--- src/rtl/nbody_sched_pkg.sv ---
// Shared state encoding and default widths for the N-body step scheduler.
package nbody_sched_pkg;

    localparam int unsigned DEF_ADDR_LEN = 12;
    localparam int unsigned DEF_CYC_W    = 32;

    typedef enum logic [2:0] {
        ST_IDLE   = 3'd0,
        ST_FETCH  = 3'd1,
        ST_BCAST  = 3'd2,
        ST_UPDATE = 3'd3,
        ST_DONE   = 3'd4
    } state_e;

endpackage

--- src/rtl/sched_ack_collector.sv ---
// Sticky per-town acknowledge capture; all_set also sees bits arriving this cycle.
module sched_ack_collector #(
    parameter int unsigned NUM_TOWNS = 4
) (
    input  logic                 clk,
    input  logic                 rst,
    input  logic                 clr,
    input  logic [NUM_TOWNS-1:0] bits,
    output logic                 all_set
);

    logic [NUM_TOWNS-1:0] seen_q;

    always_ff @(posedge clk) begin
        if (rst || clr) begin
            seen_q <= '0;
        end else begin
            seen_q <= seen_q | bits;
        end
    end

    assign all_set = &(seen_q | bits);

endmodule

--- src/rtl/nbody_step_scheduler.sv ---
// Sequences one N-body timestep: visitor broadcast, town update, done report.
// Optional per-phase watchdog enabled by defining STEP_TIMEOUT_EN.
module nbody_step_scheduler
    import nbody_sched_pkg::*;
#(
    parameter int unsigned NUM_TOWNS      = 4,
    parameter int unsigned ADDR_LEN       = DEF_ADDR_LEN,
    parameter int unsigned CYC_W          = DEF_CYC_W,
    parameter int unsigned TIMEOUT_CYCLES = 65535
) (
    input  logic                 i_clk,
    input  logic                 i_rst,
    input  logic                 i_start,
    input  logic [ADDR_LEN-1:0]  i_num_visitors,
    output logic [ADDR_LEN-1:0]  o_visitor_addr,
    output logic                 o_visitor_valid,
    input  logic [NUM_TOWNS-1:0] i_town_ready,
    output logic                 o_last_visitor,
    output logic                 o_update_start,
    input  logic [NUM_TOWNS-1:0] i_update_done,
    output logic                 o_busy,
    output logic                 o_done,
    output logic [CYC_W-1:0]     o_step_cycles,
    output logic                 o_timeout
);

    // One extra bit keeps count-1 from wrapping when count is zero.
    localparam int unsigned CMP_W = ADDR_LEN + 1;

    state_e              state_q, state_d;
    logic [ADDR_LEN-1:0] addr_q, addr_d;
    logic [ADDR_LEN-1:0] count_q, count_d;
    logic [CYC_W-1:0]    cyc_q, cyc_d;
    logic                in_step, last_addr, upd_clr, upd_all;
    logic                valid_d, last_d, upd_start_d, busy_d, done_d;

    sched_ack_collector #(.NUM_TOWNS(NUM_TOWNS)) u_update_collector (
        .clk     (i_clk),
        .rst     (i_rst),
        .clr     (upd_clr),
        .bits    (i_update_done),
        .all_set (upd_all)
    );

`ifdef STEP_TIMEOUT_EN
    localparam int unsigned PH_W = $clog2(TIMEOUT_CYCLES + 1);

    logic [PH_W-1:0] phase_q;
    logic            phase_exp;
    logic            timeout_q, timeout_d;

    assign phase_exp = (phase_q == PH_W'(TIMEOUT_CYCLES - 1));

    // Phase watchdog restarts whenever BCAST or UPDATE is (re)entered.
    always_ff @(posedge i_clk) begin
        if (i_rst) begin
            phase_q   <= '0;
            timeout_q <= 1'b0;
        end else begin
            timeout_q <= timeout_d;
            if (state_d != state_q) begin
                phase_q <= '0;
            end else if (state_q == ST_BCAST || state_q == ST_UPDATE) begin
                phase_q <= phase_q + PH_W'(1);
            end
        end
    end

    assign o_timeout = timeout_q;
`else
    assign o_timeout = 1'b0;
`endif

    assign in_step   = (state_q == ST_FETCH) || (state_q == ST_BCAST) || (state_q == ST_UPDATE);
    assign last_addr = (CMP_W'(addr_q) == CMP_W'(count_q) - CMP_W'(1));

    always_comb begin
        state_d = state_q;
        addr_d  = addr_q;
        count_d = count_q;
        cyc_d   = cyc_q;
        upd_clr = 1'b0;
`ifdef STEP_TIMEOUT_EN
        timeout_d = timeout_q;
`endif
        if (in_step && (cyc_q != '1)) begin
            cyc_d = cyc_q + CYC_W'(1);
        end

        case (state_q)
            ST_IDLE, ST_DONE: begin
                if (i_start) begin
                    count_d = i_num_visitors;
                    addr_d  = '0;
                    cyc_d   = CYC_W'(1);
`ifdef STEP_TIMEOUT_EN
                    timeout_d = 1'b0;
`endif
                    state_d = (i_num_visitors == '0) ? ST_DONE : ST_FETCH;
                end
            end
            ST_FETCH: state_d = ST_BCAST;
            ST_BCAST: begin
                if (&i_town_ready) begin
                    if (last_addr) begin
                        state_d = ST_UPDATE;
                        upd_clr = 1'b1;
                    end else begin
                        addr_d  = addr_q + ADDR_LEN'(1);
                        state_d = ST_FETCH;
                    end
                end
`ifdef STEP_TIMEOUT_EN
                else if (phase_exp) begin
                    state_d   = ST_DONE;
                    timeout_d = 1'b1;
                end
`endif
            end
            ST_UPDATE: begin
                if (upd_all) begin
                    state_d = ST_DONE;
                end
`ifdef STEP_TIMEOUT_EN
                else if (phase_exp) begin
                    state_d   = ST_DONE;
                    timeout_d = 1'b1;
                end
`endif
            end
            default: state_d = ST_IDLE;
        endcase
    end

    // Outputs are registered from the next-state values.
    assign valid_d     = (state_d == ST_BCAST);
    assign last_d      = valid_d && (CMP_W'(addr_d) == CMP_W'(count_d) - CMP_W'(1));
    assign upd_start_d = (state_d == ST_UPDATE) && (state_q != ST_UPDATE);
    assign busy_d      = (state_d == ST_FETCH) || (state_d == ST_BCAST) || (state_d == ST_UPDATE);
    assign done_d      = (state_d == ST_DONE);

    always_ff @(posedge i_clk) begin
        if (i_rst) begin
            state_q         <= ST_IDLE;
            addr_q          <= '0;
            count_q         <= '0;
            cyc_q           <= '0;
            o_visitor_valid <= 1'b0;
            o_last_visitor  <= 1'b0;
            o_update_start  <= 1'b0;
            o_busy          <= 1'b0;
            o_done          <= 1'b0;
        end else begin
            state_q         <= state_d;
            addr_q          <= addr_d;
            count_q         <= count_d;
            cyc_q           <= cyc_d;
            o_visitor_valid <= valid_d;
            o_last_visitor  <= last_d;
            o_update_start  <= upd_start_d;
            o_busy          <= busy_d;
            o_done          <= done_d;
        end
    end

    assign o_visitor_addr = addr_q;
    assign o_step_cycles  = cyc_q;

endmodule

--- config.mk ---
export PLATFORM = sky130hd
export DESIGN_NAME = nbody_step_scheduler
export DESIGN_NICKNAME = d
export VERILOG_FILES = /design/src/rtl/nbody_sched_pkg.sv /design/src/rtl/sched_ack_collector.sv /design/src/rtl/nbody_step_scheduler.sv
export SDC_FILE = /design/constraint.sdc
export NUM_CORES = 1
export LEC_CHECK = 0
export CAP_MARGIN = 20
export CORE_ASPECT_RATIO = 1.25
export CORE_MARGIN = 2
export CORE_UTILIZATION = 45
export CTS_BUF_LIST = sky130_fd_sc_hd__clkbuf_8
export DETAILED_ROUTE_END_ITERATION = 6
export PLACE_DENSITY = 0.69
export SYNTH_ARGS = -nofsm -noshare
export SYNTH_HDL_FRONTEND = slang
export SYNTH_HIERARCHICAL = 1
export SYNTH_SLANG_ARGS = --single-unit
export TNS_END_PERCENT = 10
--- constraint.sdc ---
create_clock -name i_clk -period 13 [get_ports i_clk]
set_clock_uncertainty 0.05 [all_clocks]
set_input_delay 3.9 -clock i_clk [delete_from_list [all_inputs] [get_ports i_clk]]
set_output_delay 3.9 -clock i_clk [all_outputs]
set_load 0.1 [all_outputs]
==> out/qor.txt, run 1 <==
share of layout cells above drive strength 1: 6.885%
synth cell count leaders: nor2_1 (71), dfxtp_1 (68), nand2_1 (51)
worst min path class: flop to flop
setup violators final: 0
Slew Viols, Final: 0
mapped cell area: 0.004334 mm2
# fillers: 922
core area: 0.009509 mm2
total global routing overflow: 0
routed wire length: 12.17 mm
hold_buf cts: 0
postcts setup bufs: 0
CP top delay family: simple AND/OR/NAND/NOR gates
cells resized by post-CTS repair: 0
Synth Register Bits: 68
area growth from synthesis to layout: 22.26%
Max VDD drop: 63.57 uV
initial antenna violation count: 0
prevailing post-synth register cell: dfxtp_1
maximum clock path buffer count: 2
FF-to-FF Start: state_q[1]$_SDFF_PP0_
row count: 40
Clk network pwr share: 30.6%
Net Switching: 177.5 uW
Worst-Skew Late Latency: 0.35 ns
Design Power: 512.6 uW
top-count cell post-synth: nor2_1
dominant cell type by area after synthesis: dfxtp_1
CP Capture Type: flop
CTS Sinks: 68
top-area cell type share of the netlist area: 31.41%
Setup TNS: 0 ns
GPL Wtd Cong: 0.9074
Pwr Density: 96.74 mW/mm2
crit path time final: 7.358 ns
Worst EP arrival: 7.58 ns
number of global-route vias before repair: 4066
synthesis warning total: 6
via count: 4269
slowest stage delay, CP: 0.54 ns
routed length per instance: 16.53 um
Hold Vio Cnt, Final: 0
Net Sw Frac: 34.62%
most used cell, CP: mux2i_1
count of flip-flops with a built-in enable after synthesis: 0
GRT Total Usage: 23.78%
worst path bufs/invs: 2
Pint: 335.1 uW
Routed Antenna Nets: 0
drt via density: 5.800
Worst Setup Start Kind: input port
Nets: 632
Worst slew margin: 32.90%
Die Span Y: 113.7 um
Mapped Nets: 576
CP required: 13.22 ns
main area contributors after synthesis: dfxtp_1 (31%), xnor2_1 (6.3%), nor2_1 (6.1%), xor2_1 (6.1%), nand2_1 (4.4%)
clk root buf: clkbuf_8
initial core utilization: 45.58%
Comb pwr share: 25.9%
H-tree depth: 3
Worst Setup Path Type: input port to flop
syn_area_per_cell: 7.895 um2
first-pass GRT wire length: 19.93 mm
LEAKAGE: 0.001848 uW
status: completed
hpwl dp: 9.091 mm
post-synthesis cell type count: 69
CP startpoint: i_start
Port Buf Inserts: 71
Synth Instances: 549
CTS tree: done
upper clock frequency limit: 135.9 MHz
critical path peak fanout: 27
die area: 0.01044 mm2
register area share after synthesis: 31.41%
# diodes: 0
max cap viols: 0
clock-pin slew on the worst setup and hold paths: 0.08 ns
# DRC: 0
slowest CP cell: clkdlybuf4s50_1
fin crit share: 56.60%
IO Pins: 73
Reg power frac: 43.5%
Worst Max-Slew Pin Slew: 1.003 ns
post-route setup slack: 5.642 ns
DP Worst Slack: 5.294 ns
Die W: 91.78 um
drt first pass iters: 5
Cell Chain, Critical Path: clkdlybuf4s50_1 -> nor3b_4 -> buf_4 -> nor2_1 -> a21oi_1 -> ha_1 -> nor3b_1 -> xnor2_1 -> mux2i_1 -> o22ai_1 -> a21boi_0 -> mux2i_1 -> a211oi_1 -> nand4_1 -> nor4_2
RSZ-0062 raised after global routing: no
largest net degree at the start of global routing: 37
Starting DRT DRC Count: 239
Num CTS Buffers: 9
Synth async-reset ratio: 0%
hold_sp: u_update_collector/seen_q[0]$_SDFF_PP0_
path summary, 6_finish.rpt:
kind,to,slack (ns),cells after the start
setup reg to reg,o_last_visitor$_SDFF_PP0_,9.31,14
setup / recovery,o_last_visitor$_SDFF_PP0_,5.64,15
hold reg to reg,u_update_collector/seen_q[0]$_SDFF_PP0_,0.47,2
hold / removal,u_update_collector/seen_q[0]$_SDFF_PP0_,0.47,2
kinds of logic after synthesis:
kind of cell             count (synthesis)  share of synthesized area, %
AND/OR/NAND/NOR                        275                         34.30
AO/OA/AOI/OAI                           87                         13.42
flip-flops                              68                         31.41
XOR/XNOR                                62                         12.70
buffers and inverters                   38                         3.695
multiplexers                            14                         3.233
adder cells (fa/ha/maj)                  4                         1.155
other                                    1                       0.08652
layout by cell type, fill, tap and decap left out, types with 5 or more instances in the layout:
| master | n |
|---|---|
| a21oi_1 | 27 |
| a31oi_1 | 7 |
| and3_1 | 9 |
| and4_1 | 5 |
| clkbuf_8 | 9 |
| clkdlybuf4s50_1 | 71 |
| dfxtp_1 | 68 |
| inv_1 | 9 |
| mux2i_1 | 14 |
| nand2_1 | 51 |
| nand2b_1 | 7 |
| nand3_1 | 27 |
| nand3b_1 | 6 |
| nand4_1 | 12 |
| nor2_1 | 71 |
| nor2b_1 | 13 |
| nor3_1 | 15 |
| nor4_1 | 14 |
| o21ai_0 | 11 |
| o31ai_1 | 5 |
| or2_2 | 6 |
| or3_1 | 10 |
| xnor2_1 | 31 |
| xor2_1 | 30 |
tightest hold or removal path, stage by stage, from the launching register on:
cell and delay (ns):
dfxtp_1 0.31, nor2_1 0.05, nor3_1 0.11
power by group through the flow:
stage | sequential [uW] | clock, uW | combinational [uW]
2_1_floorplan | 232 | 0 | 92.3
3_3_place_gp | 227 | 0 | 128
3_5_place_dp | 228 | 0 | 129
4_1_cts | 223 | 162 | 130
5_1_grt | 224 | 171 | 145
6_report | 223 | 157 | 133
routing by layer:
metal / vias to the layer above / wire (um) / part of all wire, % / global-route usage (%)
met5: - / 0 / 0 / 0
met4: 0 / 398 / 3.3 / 10.55
met3: 32 / 802 / 6.6 / 5.086
met2: 157 / 5978 / 49 / 41.91
met1: 2004 / 4988 / 41 / 27.69
li1: 2076 / - / - / -
registers in the layout, summed over array words and instances (netlist names), 3 cells and up:
register                   count
count_q                       12
state_q                        3
o_step_cycles                 32
u_update_collector/seen_q      4
o_visitor_addr                12
metrics by stage:
step / utilization [%] / instance area (um2) / hold slack [ns] / instances
3_3_place_gp: 53.61 / 5097 / 0.4453 / 719
2_1_floorplan: - / 4334 / 0.4286 / 549
6_report: 55.72 / 5299 / 0.4664 / 736
4_1_cts: 55.43 / 5271 / 0.4802 / 735
3_5_place_dp: 53.61 / 5097 / 0.4550 / 719
5_1_grt: 55.72 / 5299 / 0.5075 / 736
layout make-up:
| cell class | instances | area (um2) | share of cell area [%] |
|---|---|---|---|
| multi-input combinational | 443 | 2819 | 53.20 |
| clock buffer | 9 | 123.9 | 2.338 |
| timing repair buffer | 74 | 753.2 | 14.21 |
| tap | 126 | 157.7 | 2.975 |
| clock inverter | 7 | 50.05 | 0.9445 |
| sequential | 68 | 1361 | 25.69 |
| inverter | 9 | 33.78 | 0.6375 |
Note: power is estimated with default switching activity, not from simulation.
==> run 2, diff against run 1 <==
Settings changed: PLACE_DENSITY 0.69 to 0.72.
Clock period 13 ns to 6.27 ns, I/O delays scaled along.
==> out/qor.txt, run 2 (synthesis results as in run 1) <==
FF-to-FF Start: count_q[0]$_SDFF_PP0_
GRT Total Usage: 24.88%
routed wire length: 12.68 mm
Die Span Y: 113.7 um
clock-pin slew on the worst setup and hold paths: 0.09 ns
# DRC: 0
slowest stage delay, CP: 0.53 ns
share of layout cells above drive strength 1: 6.885%
H-tree depth: 3
Worst EP arrival: 5.45 ns
die area: 0.01044 mm2
LEAKAGE: 0.001855 uW
fin crit share: 83.33%
Worst slew margin: 32.48%
slowest CP cell: clkdlybuf4s50_1
drt via density: 5.871
initial antenna violation count: 0
crit path time final: 5.225 ns
Worst Setup Path Type: input port to flop
hold_sp: u_update_collector/seen_q[1]$_SDFF_PP0_
number of flip-flops in the largest register: 32
Slew Viols, Final: 0
met2 Use GR: 42.45%
Worst Max-Slew Pin Slew: 1.010 ns
Reg2Reg Depth: 11
Pwr Density: 205.1 mW/mm2
M3 GR Usage: 5.152%
initial core utilization: 45.58%
clk root buf: clkbuf_8
Worst Setup Start Kind: input port
number of global-route vias before repair: 4167
Starting DRT DRC Count: 302
max cap viols: 0
hold path depth: 2
CP Capture Type: flop
CP top delay family: simple AND/OR/NAND/NOR gates
total global routing overflow: 0
Setup TNS: 0 ns
worst reg2reg setup slack: 2.59 ns
largest net degree at the start of global routing: 37
Max VDD drop: 107.7 uV
final hold slack: 0.4646 ns
most frequent cells in the layout: nor2_1 (71), clkdlybuf4s50_1 (71), dfxtp_1 (68)
Cell Chain, Critical Path: clkdlybuf4s50_1 -> nor3b_4 -> nor2_1 -> a21oi_1 -> ha_1 -> nor3b_1 -> xnor2_1 -> mux2i_1 -> a21oi_1 -> nor2_1 -> a211o_1 -> a211oi_1 -> nand4_1 -> nor4_2
first-pass GRT wire length: 20.76 mm
drt first pass iters: 5
row count: 40
hold_buf cts: 0
Num CTS Buffers: 9
postcts setup bufs: 0
M1 GR Usage: 29.88%
Placed Cells: 719
hold path endpoint: u_update_collector/seen_q[1]$_SDFF_PP0_
Hold Vio Cnt, Final: 0
worst path bufs/invs: 1
post-route insts no fill: 736
Port Buf Inserts: 71
# fillers: 881
CP required: 6.50 ns
RSZ-0062 raised after global routing: no
status: completed
routed length per instance: 17.23 um
Worst-Skew Late Latency: 0.36 ns
setup violators final: 0
upper clock frequency limit: 191.4 MHz
CP startpoint: i_start
maximum clock path buffer count: 2
hpwl dp: 9.314 mm
core area: 0.009509 mm2
CTS tree: done
# diodes: 0
IO Pins: 73
CTS Sinks: 68
critical path peak fanout: 12
Nets: 632
Reg-to-Reg End: o_last_visitor$_SDFF_PP0_
Routed Antenna Nets: 0
area growth from synthesis to layout: 22.49%
GPL Wtd Cong: 0.9800
cells resized by post-CTS repair: 0
Die W: 91.78 um
worst min path class: flop to flop
via count: 4321
Final Util: 55.83%
GR peak layer: met2
-- run 2: area by class of cell --
class / instances / area [um2] / share of cell area [%]
inverter: 9 / 33.78 / 0.6363
clock inverter: 6 / 46.29 / 0.8720
tap: 126 / 157.7 / 2.970
timing repair buffer: 74 / 753.2 / 14.19
clock buffer: 10 / 137.6 / 2.593
multi-input combinational: 443 / 2819 / 53.10
sequential: 68 / 1361 / 25.64
-- run 2: worst max path at each step --
| stage | end | slack [ns] | depth (start not counted) |
|---|---|---|---|
| final | o_last_visitor$_SDFF_PP0_ | 1.05 | 14 |
| after global routing | o_last_visitor$_SDFF_PP0_ | 0.67 | 14 |
| after CTS | o_last_visitor$_SDFF_PP0_ | 1.09 | 14 |
| after detailed placement | o_last_visitor$_SDFF_PP0_ | 0.75 | 14 |
| after global placement | o_last_visitor$_SDFF_PP0_ | 0.94 | 14 |
| after floorplan | o_last_visitor$_SDFF_PP0_ | 1.08 | 16 |
-- run 2: stage by stage --
| stage | total power, uW | cell area [um2] | worst slack, ns |
|---|---|---|---|
| 2_1_floorplan | 672.2 | 4334 | 1.078 |
| 3_3_place_gp | 735.9 | 5097 | 0.9351 |
| 3_5_place_dp | 742.0 | 5097 | 0.7529 |
| 4_1_cts | 1087 | 5281 | 1.093 |
| 5_1_grt | 1140 | 5309 | 0.6726 |
| 6_report | 1089 | 5309 | 1.045 |
-- run 2: worst reg2reg max path, stage by stage, from the launching register on --
cell and delay, ns:
dfxtp_1 0.54, inv_1 0.12, ha_1 0.36, nor2b_1 0.18, or3_1 0.33, a31oi_1 0.23, nand4b_1 0.40, o311ai_1 0.59
mux2i_1 0.30, xnor2_1 0.15, nand4_1 0.12, nor4_2 0.22
-- run 2: layer usage --
| metal | share of wire, % | routed length [um] |
|---|---|---|
| met1 | 41 | 5151 |
| met2 | 50 | 6296 |
| met3 | 6.4 | 811 |
| met4 | 3.3 | 420 |
| met5 | 0 | 0 |
-- run 2: power by group --
group / internal, uW / switching [uW] / leakage [uW] / total (uW)
registers: 443 / 20.1 / 0.000552 / 463
logic: 108 / 171 / 0.00121 / 278
clock network: 157 / 190 / 0.0000893 / 347
